**src/rtl/imm_decode_pipe_if.sv**
```systemverilog
// rtl/imm_decode_pipe_if.sv - instruction-in / decoded-out handshake bundle
interface imm_decode_pipe_if #(
    parameter int XLEN = 32
);
    logic            in_valid;
    logic            in_ready;
    logic [31:0]     in_instr;
    logic [XLEN-1:0] in_pc;
    logic            out_valid;
    logic            out_ready;
    logic [31:0]     out_instr;
    logic [XLEN-1:0] out_pc;
    logic [XLEN-1:0] out_imm;
    logic [XLEN-1:0] out_target;
    logic [2:0]      out_fmt;
    logic            out_illegal;

    modport master (
        output in_valid, in_instr, in_pc, out_ready,
        input  in_ready, out_valid, out_instr, out_pc, out_imm, out_target, out_fmt, out_illegal
    );

    modport slave (
        input  in_valid, in_instr, in_pc, out_ready,
        output in_ready, out_valid, out_instr, out_pc, out_imm, out_target, out_fmt, out_illegal
    );
endinterface

```
**src/rtl/imm_decode_pipe.sv**
```systemverilog
// rtl/imm_decode_pipe.sv - RISC-V immediate/target decoder behind a main+skid register pair
module imm_decode_pipe #(
    parameter int XLEN  = 32,
    parameter int CNT_W = 8
) (
    input  logic             clk,
    input  logic             rst,
    input  logic             flush,
    imm_decode_pipe_if.slave bus,
    output logic [CNT_W-1:0] illegal_cnt
);
    if (XLEN != 32 && XLEN != 64) begin : g_bad_xlen
        $error("imm_decode_pipe: XLEN must be 32 or 64");
    end

    localparam int SW = (XLEN == 64) ? 6 : 5;

    localparam logic [2:0] FMT_NONE = 3'd0;
    localparam logic [2:0] FMT_I    = 3'd1;
    localparam logic [2:0] FMT_S    = 3'd2;
    localparam logic [2:0] FMT_B    = 3'd3;
    localparam logic [2:0] FMT_U    = 3'd4;
    localparam logic [2:0] FMT_J    = 3'd5;
    localparam logic [2:0] FMT_Z    = 3'd6;
    localparam logic [2:0] FMT_SH   = 3'd7;

    typedef struct packed {
        logic [31:0]     instr;
        logic [XLEN-1:0] pc;
        logic [XLEN-1:0] imm;
        logic [XLEN-1:0] target;
        logic [2:0]      fmt;
        logic            illegal;
    } entry_t;

    logic [31:0]        w_i;
    logic [2:0]         w_f3;
    logic               w_shift_f3;
    logic signed [31:0] w_u32;
    logic [XLEN-1:0]    w_imm_i, w_imm_s, w_imm_b, w_imm_u, w_imm_j;
    logic [XLEN-1:0]    w_imm_sh, w_imm_sh5, w_imm_z;
    logic [XLEN-1:0]    w_imm;
    logic [2:0]         w_fmt;
    logic               w_illegal;
    logic               w_pc_rel;
    entry_t             w_new;

    assign w_i        = bus.in_instr;
    assign w_f3       = w_i[14:12];
    assign w_shift_f3 = (w_f3 == 3'b001) || (w_f3 == 3'b101);
    assign w_u32      = {w_i[31:12], 12'h000};

    assign w_imm_i   = {{(XLEN-12){w_i[31]}}, w_i[31:20]};
    assign w_imm_s   = {{(XLEN-12){w_i[31]}}, w_i[31:25], w_i[11:7]};
    assign w_imm_b   = {{(XLEN-13){w_i[31]}}, w_i[31], w_i[7], w_i[30:25], w_i[11:8], 1'b0};
    assign w_imm_j   = {{(XLEN-21){w_i[31]}}, w_i[31], w_i[19:12], w_i[20], w_i[30:21], 1'b0};
    assign w_imm_u   = XLEN'(w_u32);
    assign w_imm_sh  = XLEN'(w_i[20 +: SW]);
    assign w_imm_sh5 = XLEN'(w_i[24:20]);
    assign w_imm_z   = XLEN'(w_i[19:15]);

    always_comb begin
        w_fmt     = FMT_NONE;
        w_imm     = '0;
        w_illegal = 1'b0;
        w_pc_rel  = 1'b0;
        case (w_i[6:0])
            7'b0110011: w_fmt = FMT_NONE;
            7'b0010011: begin
                w_fmt = w_shift_f3 ? FMT_SH : FMT_I;
                w_imm = w_shift_f3 ? w_imm_sh : w_imm_i;
            end
            7'b0000011, 7'b1100111, 7'b0001111: begin
                w_fmt = FMT_I;
                w_imm = w_imm_i;
            end
            7'b0100011: begin w_fmt = FMT_S; w_imm = w_imm_s; end
            7'b1100011: begin w_fmt = FMT_B; w_imm = w_imm_b; w_pc_rel = 1'b1; end
            7'b0110111: begin w_fmt = FMT_U; w_imm = w_imm_u; end
            7'b0010111: begin w_fmt = FMT_U; w_imm = w_imm_u; w_pc_rel = 1'b1; end
            7'b1101111: begin w_fmt = FMT_J; w_imm = w_imm_j; w_pc_rel = 1'b1; end
            7'b1110011: begin
                w_fmt = w_f3[2] ? FMT_Z : FMT_I;
                w_imm = w_f3[2] ? w_imm_z : w_imm_i;
            end
            7'b0111011: w_illegal = (XLEN != 64);
            7'b0011011: begin
                // word-sized shifts keep a 5-bit shamt even on RV64
                w_illegal = (XLEN != 64);
                if (XLEN == 64) begin
                    w_fmt = w_shift_f3 ? FMT_SH : FMT_I;
                    w_imm = w_shift_f3 ? w_imm_sh5 : w_imm_i;
                end
            end
            default: w_illegal = 1'b1;
        endcase
    end

    assign w_new.instr   = w_i;
    assign w_new.pc      = bus.in_pc;
    assign w_new.imm     = w_imm;
    assign w_new.target  = w_pc_rel ? (bus.in_pc + w_imm) : '0;
    assign w_new.fmt     = w_fmt;
    assign w_new.illegal = w_illegal;

    entry_t           r_m, r_k;
    logic             r_m_valid, r_k_valid;
    logic [CNT_W-1:0] r_cnt;
    logic             w_in_fire, w_m_free;

    assign w_in_fire = bus.in_valid && !r_k_valid;
    assign w_m_free  = !r_m_valid || bus.out_ready;

    always_ff @(posedge clk or posedge rst) begin
        if (rst) begin
            r_m       <= '0;
            r_k       <= '0;
            r_m_valid <= 1'b0;
            r_k_valid <= 1'b0;
            r_cnt     <= '0;
        end else if (flush) begin
            r_m_valid <= 1'b0;
            r_k_valid <= 1'b0;
        end else begin
            if (w_m_free) begin
                // in_ready is low whenever K holds data, so K and a new input never compete
                if (r_k_valid) begin
                    r_m       <= r_k;
                    r_m_valid <= 1'b1;
                    r_k_valid <= 1'b0;
                end else begin
                    r_m_valid <= w_in_fire;
                    if (w_in_fire) r_m <= w_new;
                end
            end else if (w_in_fire) begin
                r_k       <= w_new;
                r_k_valid <= 1'b1;
            end
            if (w_in_fire && w_new.illegal && (r_cnt != {CNT_W{1'b1}}))
                r_cnt <= r_cnt + 1'b1;
        end
    end

    assign bus.in_ready    = !r_k_valid;
    assign bus.out_valid   = r_m_valid;
    assign bus.out_instr   = r_m.instr;
    assign bus.out_pc      = r_m.pc;
    assign bus.out_imm     = r_m.imm;
    assign bus.out_target  = r_m.target;
    assign bus.out_fmt     = r_m.fmt;
    assign bus.out_illegal = r_m.illegal;
    assign illegal_cnt     = r_cnt;
endmodule

```
**src/flat_wrapper.sv**
```systemverilog
// flat-port wrapper written by rule: the top's interface ports become plain ports
module imm_decode_pipe_flat 
#(
    parameter int XLEN  = 32,
    parameter int CNT_W = 8
)
  (clk, rst, flush, illegal_cnt, bus_in_valid, bus_in_instr, bus_in_pc, bus_out_ready, bus_in_ready, bus_out_valid, bus_out_instr, bus_out_pc, bus_out_imm, bus_out_target, bus_out_fmt, bus_out_illegal);
  imm_decode_pipe_if #(.XLEN(XLEN)) bus_i ();
  input  logic clk;
  input  logic rst;
  input  logic flush;
  output logic [CNT_W-1:0] illegal_cnt;
  input wire logic [$bits(bus_i.in_valid)-1:0] bus_in_valid;
  input wire logic [$bits(bus_i.in_instr)-1:0] bus_in_instr;
  input wire logic [$bits(bus_i.in_pc)-1:0] bus_in_pc;
  input wire logic [$bits(bus_i.out_ready)-1:0] bus_out_ready;
  output wire logic [$bits(bus_i.in_ready)-1:0] bus_in_ready;
  output wire logic [$bits(bus_i.out_valid)-1:0] bus_out_valid;
  output wire logic [$bits(bus_i.out_instr)-1:0] bus_out_instr;
  output wire logic [$bits(bus_i.out_pc)-1:0] bus_out_pc;
  output wire logic [$bits(bus_i.out_imm)-1:0] bus_out_imm;
  output wire logic [$bits(bus_i.out_target)-1:0] bus_out_target;
  output wire logic [$bits(bus_i.out_fmt)-1:0] bus_out_fmt;
  output wire logic [$bits(bus_i.out_illegal)-1:0] bus_out_illegal;
  assign bus_i.in_valid = bus_in_valid;
  assign bus_i.in_instr = bus_in_instr;
  assign bus_i.in_pc = bus_in_pc;
  assign bus_i.out_ready = bus_out_ready;
  assign bus_in_ready = bus_i.in_ready;
  assign bus_out_valid = bus_i.out_valid;
  assign bus_out_instr = bus_i.out_instr;
  assign bus_out_pc = bus_i.out_pc;
  assign bus_out_imm = bus_i.out_imm;
  assign bus_out_target = bus_i.out_target;
  assign bus_out_fmt = bus_i.out_fmt;
  assign bus_out_illegal = bus_i.out_illegal;
  imm_decode_pipe #(.XLEN(XLEN), .CNT_W(CNT_W)) u_core (.clk(clk), .rst(rst), .flush(flush), .bus(bus_i), .illegal_cnt(illegal_cnt));
endmodule
```
**config.mk**
```make
export PLATFORM = sky130hd
export DESIGN_NAME = imm_decode_pipe_flat
export DESIGN_NICKNAME = d
export VERILOG_FILES = /design/src/rtl/imm_decode_pipe_if.sv /design/src/rtl/imm_decode_pipe.sv /design/src/flat_wrapper.sv
export SDC_FILE = /design/constraint.sdc
export NUM_CORES = 1
export LEC_CHECK = 0
export CAP_MARGIN = 10
export CORE_ASPECT_RATIO = 1.1
export CORE_UTILIZATION = 55
export CTS_BUF_LIST = sky130_fd_sc_hd__clkbuf_8
export DETAILED_ROUTE_END_ITERATION = 12
export MAX_ROUTING_LAYER = met4
export PLACE_DENSITY_LB_ADDON = 0.08
export SLEW_MARGIN = 40
export SYNTH_ARGS = -nofsm -noshare
export SYNTH_HDL_FRONTEND = slang
export SYNTH_SLANG_ARGS = --single-unit
```
**constraint.sdc**
```tcl
create_clock -name clk -period 11.86 [get_ports clk]
set_input_delay 2.372 -clock clk [delete_from_list [all_inputs] [get_ports clk]]
set_output_delay 2.372 -clock clk [all_outputs]
set_load 0.02 [all_outputs]
```
==> reports/qor.txt, run 1 <==
Status = finished clean
Vias in the first global route = 11050
Max Cap Viol = 0
Drt drc = 0
CTS max path bufs = 3
CP Class = input port to flop
NetSw = 0.7387 mW
Synth async-reset ratio = 100.0%
YS warnings = 0
Final min period = 6.588 ns
Ant. Diodes = 0
Final HPWL DP = 27080 µm
Wirelength, routed = 38760 µm
Fin nets = 1668
Top cell type's share of synthesized area = 49.47%
Cells after Synth = 1390
Max FO, Critical Path = 18
Rel. slew slack = 45.53%
GRT Total Usage = 31.31%
Post-Syn Nets = 1492
Total negative setup slack = 0 ns
Slew @ Worst Pin = 0.8115 ns
Initial Util = 56.29%
Post_cts resized = 0
Crit share post-route = 55.55%
Total clock buffers created by CTS = 46
Final setup viols = 0
Fin area = 0.01703 mm²
DR vias = 11130
Worst Path Arrival = 7.04 ns
Setup bufs post-CTS = 0
Leakage = 7.879 nW
Clock slew at reported path FFs = 0.06 ns
Global placement routability congestion = 0.9221
Final max-slew violation count = 0
P_int = 1.751 mW
CTS tree = yes
Hold Fails Final Rpt = 0
Unrepaired setup endpoints after global routing = no
FP Rows = 60
Antenna Nets Post-Route = 0
Die Height = 168.5 µm
CTS H-tree depth = 2
Synth-to-layout area growth = 22.86%
IO Pins = 211
Port buffer count = 210
Worst endpoint required time = 12.32 ns
Fmax = 0.1518 GHz
Placed insts = 1828
Post-synth EDFFs = 0
CP Launch Type = input port
Flop pwr share = 46.1%
Iter 0 DRT Violations = 718
Crit. End Element = flop
CTS sink cnt = 274
Maximum number of pins on one net before global-route repair = 131
Root Driver = clkbuf_8
Final hold slack = 0.4720 ns
Sw frac = 29.67%
Post-synth top flop = dfrtp_1
Combinational Power Share = 20.4%
Final cell count without fillers = 1906
Core area = 0.02462 mm²
Worst-Skew Late Latency = 0.58 ns
Synth area leaders = dfrtp_1 (49%), mux2i_1 (6.7%), mux2_2 (6.3%), o21ai_0 (5.7%), nand2_1 (5.1%)
Avg Vias per Cell = 5.841
Post-DP Area = 0.01612 mm²
Post-synthesis sequential area ratio = 49.47%
Clock Skews = 0.02689 ns
Syn Area/Cell = 9.971 µm²
First-pass GRT wire length = 61140 µm
Flops & latches, synth = 274
Max VDD drop = 0.1183 mV
Area leader, netlist = dfrtp_1
Hold WC Path Type = flop to flop
Hold-fix buffers, CTS = 0
Chip width = 153.4 µm
Avg WL per Cell = 20.34 µm
Power Density = 146.2 mW/mm²
Most common cell in the netlist = dfrtp_1
Post-Syn Area = 0.01386 mm²
Clock share of power = 33.5%
Cell variety after synth = 72
Share of layout cells above drive strength 1 = 11.53%
DRT Pass-1 Iters = 7
Post-synth top cells = dfrtp_1 (274), nand2_1 (188), o21ai_0 (158)
Die Area = 0.02584 mm²
Pwr Total = 2.490 mW
Overflow after GRT = 0
Initial antenna violation count = 0
path summary, 6_finish.rpt:
kind                                                      start                                    to  slack (ns)  depth (start not counted)
setup reg to reg                   u_core.r_k_valid$_DFFE_PP0P_            u_core.r_k[76]$_DFFE_PP0P_        8.88                          5
hold reg to reg            u_core.bus.out_instr[11]$_DFFE_PP0P_  u_core.bus.out_instr[11]$_DFFE_PP0P_        0.47                          2
setup / recovery                                bus_in_instr[3]            u_core.r_k[34]$_DFFE_PP0P_        5.27                         13
min in group asynchronous                                   rst  u_core.bus.out_instr[21]$_DFFE_PP0P_        2.28                          2
hold / removal             u_core.bus.out_instr[11]$_DFFE_PP0P_  u_core.bus.out_instr[11]$_DFFE_PP0P_        0.47                          2
max in group asynchronous                                   rst          u_core.r_k_valid$_DFFE_PP0P_        7.71                          4
metrics by stage:
step | setup WS, ns | util, %
after global routing | 4.828 | 69.15
final | 5.272 | 69.15
after detailed placement | 4.733 | 65.47
after CTS | 5.314 | 69.15
after floorplan | 1.936 | -
after global placement | 4.873 | 65.36
cell type report:
cell class                 instances  area, µm²
multi-input combinational       1001       6581
inverter                          20      85.08
sequential                       274       6860
tap                              310      387.9
clock inverter                    23      147.6
fill                            1925       7596
clock buffer                      55      757.0
timing repair buffer             223       2208
flip-flops by register name, indices dropped and copies added (netlist names), 3 cells and up:
name                   cells
u_core.r_k               132
u_core.illegal_cnt         8
u_core.bus.out_pc         32
u_core.bus.out_imm        32
u_core.bus.out_instr      32
u_core.bus.out_fmt         3
u_core.bus.out_target     32
worst max-delay path, stage by stage:
cell             delay, ns
clkdlybuf4s50_1       0.72
nor3_1                0.61
a31oi_1               0.29
a31oi_1               0.69
a21o_1                0.22
ha_1                  0.31
nand4_1               0.18
or3_1                 0.37
o31a_1                0.27
a211oi_2              0.38
o21ba_2               0.25
o211ai_1              0.13
a22o_1                0.22
power by group through the flow:
stage / combinational [mW] / clock [mW] / sequential [mW]
2_1_floorplan: 0.221 / 0 / 1.22
6_report: 0.507 / 0.834 / 1.15
5_1_grt: 0.549 / 0.884 / 1.17
4_1_cts: 0.512 / 0.845 / 1.15
3_5_place_dp: 0.509 / 0 / 1.16
3_3_place_gp: 0.499 / 0 / 1.16
cell usage in the layout (no fill, tap or decap), types with 10 or more instances in the layout:
cell type,Yosys,final
a21o_1,41,41
a21oi_1,71,70
a22o_1,10,10
a31oi_1,14,14
and2_1,10,10
buf_4,0,10
clkbuf_8,0,56
clkdlybuf4s50_1,0,209
dfrtp_1,274,273
ha_1,32,32
inv_1,19,29
mux2_2,78,78
mux2i_1,93,93
nand2_1,188,187
nand2b_1,13,13
nand3_1,13,13
nand4_1,16,16
nor2_1,99,97
nor3_1,13,12
o211ai_1,13,13
o21ai_0,158,158
o31ai_1,10,10
xnor2_1,20,20
xor2_1,11,11
cells by family (layout without fill, tap and decap cells):
| logic type | Yosys count | in the layout | synth area share [%] |
|---|---|---|---|
| AND/OR/NAND/NOR | 388 | 388 | 12.30 |
| buffers and inverters | 115 | 321 | 3.277 |
| XOR/XNOR | 31 | 31 | 1.959 |
| multiplexers | 171 | 171 | 13.05 |
| adder cells (fa/ha/maj) | 33 | 33 | 3.033 |
| AO/OA/AOI/OAI | 378 | 378 | 16.91 |
| flip-flops | 274 | 274 | 49.47 |
layer usage:
layer	vias to the layer above	track usage, %	share of wire [%]
met1	5460	38.60	42
met5	-	-	0
met2	309	53.46	50
li1	5294	-	-
met4	0	10.78	2.9
met3	69	3.994	4.5
No activity file was read; power rests on OpenSTA's default activity.
==> run 2: changes to the inputs <==
==> constraint.sdc (replaced) <==
create_clock -name clk -period 6.67 [get_ports clk]
set_input_delay 1.334 -clock clk [delete_from_list [all_inputs] [get_ports clk]]
set_output_delay 1.334 -clock clk [all_outputs]
set_load 0.02 [all_outputs]
==> reports/qor.txt, run 2 (synthesis gave the netlist of run 1 again) <==
Hold depth = 2
Power Density = 256.7 mW/mm²
CP max stage delay = 0.81 ns
P_int = 3.084 mW
Final core occ = 69.27%
GRT Total Usage = 31.46%
Vias in the first global route = 11280
Crit share post-route = 79.66%
Crit. path cell count = 15
Most common cell after layout, fill and taps aside = dfrtp_1
Slew @ Worst Pin = 0.8422 ns
Post_cts resized = 0
DRT Pass-1 Iters = 7
NetSw = 1.295 mW
WL met1 = 15750 µm
Initial antenna violation count = 0
Root Driver = clkbuf_8
Fin nets = 1671
Max VDD drop = 0.1940 mV
Register area = 0.006860 mm²
Top Layer Used = met4
Final min period = 5.313 ns
Global placement routability congestion = 0.9057
CTS max path bufs = 3
Final setup viols = 0
Overflow after GRT = 0
Worst Path Arrival = 5.76 ns
Pre-CTS WS = 0.8005 ns
Setup slack, reg-to-reg = 4.06 ns
Max FO, Critical Path = 16
IO Pins = 211
Avg WL per Cell = 20.08 µm
Sw frac = 29.57%
Iter 0 DRT Violations = 610
Drt drc = 0
Multi-input gate area = 0.006564 mm²
Metal3 WL = 1581 µm
Die Area = 0.02584 mm²
Final HPWL DP = 27100 µm
CP cell instances = clkdlybuf4s50_1 > nor2_1 > nor4bb_1 > a31oi_1 > a31oi_1 > buf_4 > a21o_1 > ha_1 > nand4_1 > or3_1 > o31a_1 > a211oi_2 > o21ba_2 > o211ai_1 > a22o_1
Flop pwr share = 46.7%
Fillers = 1940
R2R Path Start = u_core.r_k_valid$_DFFE_PP0P_
Avg Vias per Cell = 5.840
FP Rows = 60
Wirelength, routed = 38350 µm
Total clock buffers created by CTS = 45
Setup bufs post-CTS = 0
Status = finished clean
Clock slew at reported path FFs = 0.06 ns
Share of layout cells above drive strength 1 = 11.44%
Max reg flops = 132
Worst-Skew Late Latency = 0.56 ns
Worst Hold Path EP = u_core.bus.out_fmt[1]$_DFFE_PP0P_
Reg with most FFs = u_core.r_k
Maximum number of pins on one net before global-route repair = 129
Final max-slew violation count = 0
Port buffer count = 210
Most frequent cells in the layout = dfrtp_1 (273), clkdlybuf4s50_1 (210), nand2_1 (187)
Total negative setup slack = 0 ns
Wire length on met2 = 19650 µm
FF-to-FF path depth = 5
Hold Fails Final Rpt = 0
Max Cap Viol = 0
Pwr Total = 4.379 mW
Clock share of power = 32.7%
Rel. slew slack = 43.85%
CTS tree = yes
Crit. End Element = flop
CTS sink cnt = 274
Hold Startpoint = u_core.bus.out_fmt[1]$_DFFE_PP0P_
Worst endpoint required time = 7.12 ns
Fmax = 0.1882 GHz
CP Class = input port to flop
Slowest-stage cell, CP = clkdlybuf4s50_1
CP Launch Type = input port
Hold-fix buffers, CTS = 0
CTS H-tree depth = 2
Synth-to-layout area growth = 23.07%
Core area = 0.02462 mm²
Critical Path Most Common Cell = a31oi_1
Reg2Reg Capture Point = u_core.r_k[84]$_DFFE_PP0P_
Clock Skews = 0.02047 ns
DR vias = 11160
Die Height = 168.5 µm
Combinational Power Share = 20.7%
Crit path max-delay family = compound AO/OA/AOI/OAI gates
Unrepaired setup endpoints after global routing = no
Crit path buffers/inverters = 2
Initial Util = 56.29%
Final WS setup = 1.357 ns
First-pass GRT wire length = 61310 µm
Leakage = 7.901 nW
Ant. Diodes = 0
Chip width = 153.4 µm
Antenna Nets Post-Route = 0
Hold WC Path Type = flop to flop
[run 2: how the worst max path moves through the flow]
stage / startpoint / to / slack [ns]
after floorplan: rst / u_core.bus.out_fmt[0]$_DFFE_PP0P_ / 1.71
after global placement: bus_in_instr[2] / u_core.bus.out_target[14]$_DFFE_PP0P_ / 0.88
after detailed placement: bus_in_instr[2] / u_core.bus.out_target[14]$_DFFE_PP0P_ / 0.80
after CTS: bus_in_instr[2] / u_core.bus.out_target[14]$_DFFE_PP0P_ / 1.39
after global routing: bus_in_instr[2] / u_core.bus.out_target[14]$_DFFE_PP0P_ / 1.04
final: bus_in_instr[5] / u_core.r_k[34]$_DFFE_PP0P_ / 1.36
[run 2: area by class of cell]
class | count | area share [%]
multi-input cells | 1001 | 38.48
repair buffers | 227 | 13.41
well taps | 310 | 2.274
flip-flops and latches | 274 | 40.22
inverters | 20 | 0.4768
clock inverters | 22 | 0.6235
clock buffers | 56 | 4.518
[run 2: power groups by stage]
stage	sequential (mW)	clock [mW]	combinational [mW]
floorplan	2.17	0	0.393
global placement	2.06	0	0.890
detailed placement	2.07	0	0.910
CTS	2.04	1.46	0.914
global route	2.07	1.53	0.981
finish	2.04	1.43	0.905
[run 2: worst reg2reg max path: cells and delay by family, from the launching register on]
kind / cells / cell delay [ns]
buffers and inverters: 1 / 0.52
DFF: 1 / 0.72
muxes: 1 / 0.52
and+or+nand+nor: 3 / 0.73
[run 2: stage by stage]
step           hold WS, ns  instance area (µm²)  std cells
2_1_floorplan       0.4403                13860       1390
3_3_place_gp        0.4554                16150       1831
3_5_place_dp        0.4573                16180       1832
4_1_cts             0.4770                17060       1910
5_1_grt             0.4918                17060       1910
6_report            0.4726                17060       1910
[run 2: per-layer routing]
metal  GRT usage (%)  up-vias
met2           54.26      329
met5               -        -
met1           37.53     5455
met3           4.173       79
li1                -     5292
met4           12.48        0
==> run 3: changes to the inputs <==
--- a/config.mk
+++ b/config.mk
@@ -7,7 +7,7 @@
 export LEC_CHECK = 0
 export CAP_MARGIN = 10
 export CORE_ASPECT_RATIO = 1.1
-export CORE_UTILIZATION = 55
+export CORE_UTILIZATION = 51
 export CTS_BUF_LIST = sky130_fd_sc_hd__clkbuf_8
 export DETAILED_ROUTE_END_ITERATION = 12
 export MAX_ROUTING_LAYER = met4
==> constraint.sdc (replaced) <==
create_clock -name clk -period 4.34 [get_ports clk]
set_input_delay 0.868 -clock clk [delete_from_list [all_inputs] [get_ports clk]]
set_output_delay 0.868 -clock clk [all_outputs]
set_load 0.02 [all_outputs]
==> reports/qor.txt, run 3 (synthesis gave the netlist of run 1 again) <==
Overflow after GRT = 0
Worst Hold Path EP = u_core.bus.out_fmt[1]$_DFFE_PP0P_
Avg Vias per Cell = 5.563
P_int = 4.841 mW
Most common cell after layout, fill and taps aside = dfrtp_1
Drt drc = 0
CTS H-tree depth = 2
Hold depth = 2
Root Driver = clkbuf_8
Core area = 0.02638 mm²
Setup slack, reg-to-reg = 1.79 ns
Die Height = 174.9 µm
Reg2Reg Capture Point = u_core.r_k[122]$_DFFE_PP0P_
Crit path max-delay family = compound AO/OA/AOI/OAI gates
Max FO, Critical Path = 8
CTS tree = yes
Final core occ = 70.74%
Hold WC Path Type = flop to flop
Initial Util = 52.55%
Final min period = 4.120 ns
Wirelength, routed = 40810 µm
CTS max path bufs = 3
Total clock buffers created by CTS = 45
Reg with most FFs = u_core.r_k
Clock slew at reported path FFs = 0.06 ns
FP Rows = 62
Avg WL per Cell = 19.13 µm
Hold-fix buffers, CTS = 0
Combinational Power Share = 22.0%
DR vias = 11870
Fin nets = 1853
Antenna Nets Post-Route = 0
Clock Skews = 0.02599 ns
First-pass GRT wire length = 64470 µm
Crit path buffers/inverters = 3
Maximum number of pins on one net before global-route repair = 102
R2R Path Start = u_core.r_k_valid$_DFFE_PP0P_
Unrepaired setup endpoints after global routing = no
FF-to-FF path depth = 5
Worst Path Arrival = 4.57 ns
CTS sink cnt = 274
Fmax = 0.2427 GHz
Power Density = 367.6 mW/mm²
Crit. End Element = flop
CP Launch Type = input port
Final HPWL DP = 29870 µm
CP cell instances = clkdlybuf4s50_1 > nor2b_2 > o21ai_0 > a31oi_1 > buf_4 > a31oi_1 > buf_4 > a21o_1 > ha_1 > nand4_1 > or3_1 > o31a_1 > a211oi_4 > o21ba_2 > o211ai_1 > a22o_1
Rel. slew slack = 48.47%
Worst endpoint required time = 4.79 ns
GRT Total Usage = 30.45%
IO Pins = 211
CP Class = input port to flop
Vias in the first global route = 11980
Initial antenna violation count = 0
Iter 0 DRT Violations = 751
Hold Fails Final Rpt = 0
Slowest-stage cell, CP = clkdlybuf4s50_1
Flop pwr share = 45.9%
Sw frac = 29.43%
Max Cap Viol = 0
Max VDD drop = 0.3265 mV
Post-DP Area = 0.01764 mm²
Fin area = 0.01866 mm²
Die Area = 0.02784 mm²
Worst-Skew Late Latency = 0.57 ns
NetSw = 2.019 mW
Share of layout cells above drive strength 1 = 20.96%
Synth-to-layout area growth = 34.63%
Status = finished clean
Clock share of power = 32.1%
Slew @ Worst Pin = 0.7730 ns
CP max stage delay = 0.49 ns
Hold Startpoint = u_core.bus.out_fmt[1]$_DFFE_PP0P_
Leakage = 8.867 nW
DRT Pass-1 Iters = 5
Most frequent cells in the layout = dfrtp_1 (273), clkdlybuf4s50_1 (206), nand2_1 (187), buf_4 (187), o21ai_0 (157)
Chip width = 159.2 µm
Global placement routability congestion = 0.8458
Final setup viols = 0
Final max-slew violation count = 0
Max reg flops = 132
Port buffer count = 210
Crit share post-route = 94.94%
run 3: cell types whose count changed in the layout (fill, tap and decap cells not counted), sizes merged:
| cell | change |
|---|---|
| clkinv | -4 |
| clkinvlp | +1 |
| buf | +182 |
| clkbuf | +1 |
| dlymetal6s2s | +4 |
| clkdlybuf4s50 | -4 |
| diode | +1 |
run 3: how the worst max path moves through the flow:
stage | slack (ns) | to | cells past startpoint | startpoint
finish | 0.22 | u_core.r_k[34]$_DFFE_PP0P_ | 16 | bus_in_instr[12]
global route | 0.005 | u_core.bus.out_target[22]$_DFFE_PP0P_ | 17 | bus_in_instr[1]
CTS | 0.02 | u_core.bus.out_target[14]$_DFFE_PP0P_ | 15 | bus_in_instr[2]
detailed placement | -0.67 | u_core.bus.out_target[22]$_DFFE_PP0P_ | 15 | bus_in_instr[2]
global placement | -0.56 | u_core.r_k[30]$_DFFE_PP0P_ | 16 | bus_in_instr[2]
floorplan | -0.15 | u_core.bus.out_fmt[0]$_DFFE_PP0P_ | 1 | rst
run 3: power groups by stage:
stage	Combinational (mW)	Clock [mW]	Sequential, mW
6_report	1.51	2.20	3.15
5_1_grt	1.63	2.35	3.19
4_1_cts	1.51	2.25	3.15
3_5_place_dp	1.50	0	3.19
3_3_place_gp	1.47	0	3.17
2_1_floorplan	0.604	0	3.34
run 3: cell type report:
type / count / area (µm²)
Antenna cell: 1 / 2.502
Inverter: 20 / 78.83
Timing Repair Buffer: 409 / 3746
Fill cell: 2067 / 7716
Clock buffer: 57 / 784.5
Sequential cell: 274 / 6860
Clock inverter: 19 / 91.34
Tap cell: 352 / 440.4
Multi-Input combinational cell: 1001 / 6655
run 3: repair_timing:
item,in CTS,in global routing
gates resized for setup,1,21
setup buffers,0,3
setup endpoints to repair,9,38
pin swaps,0,4
run 3: worst min-delay path: stages (launching register included):
cell and delay, ns:
dfrtp_1 0.34, nand2_1 0.05, nand2_1 0.05
run 3: metal layers:
layer / GRT usage, % / wire length, µm / up-vias
met5: - / 0 / -
met3: 4.011 / 1767 / 86
met2: 53.07 / 21000 / 323
met1: 36.18 / 16710 / 5810
met4: 10.90 / 1335 / 0
li1: - / - / 5646
run 3: metrics by stage:
stage | setup WS [ns] | hold slack (ns) | total power, mW | TNS (ns) | std cells
floorplan | -0.1514 | 0.4403 | 3.941 | -41.48 | 1390
global placement | -0.5619 | 0.4548 | 4.643 | -18.38 | 2051
detailed placement | -0.6700 | 0.4555 | 4.692 | -21.18 | 2052
CTS | 0.01507 | 0.4697 | 6.910 | 0 | 2128
global route | 0.004593 | 0.4952 | 7.168 | 0 | 2132
finish | 0.2196 | 0.4673 | 6.860 | 0 | 2133
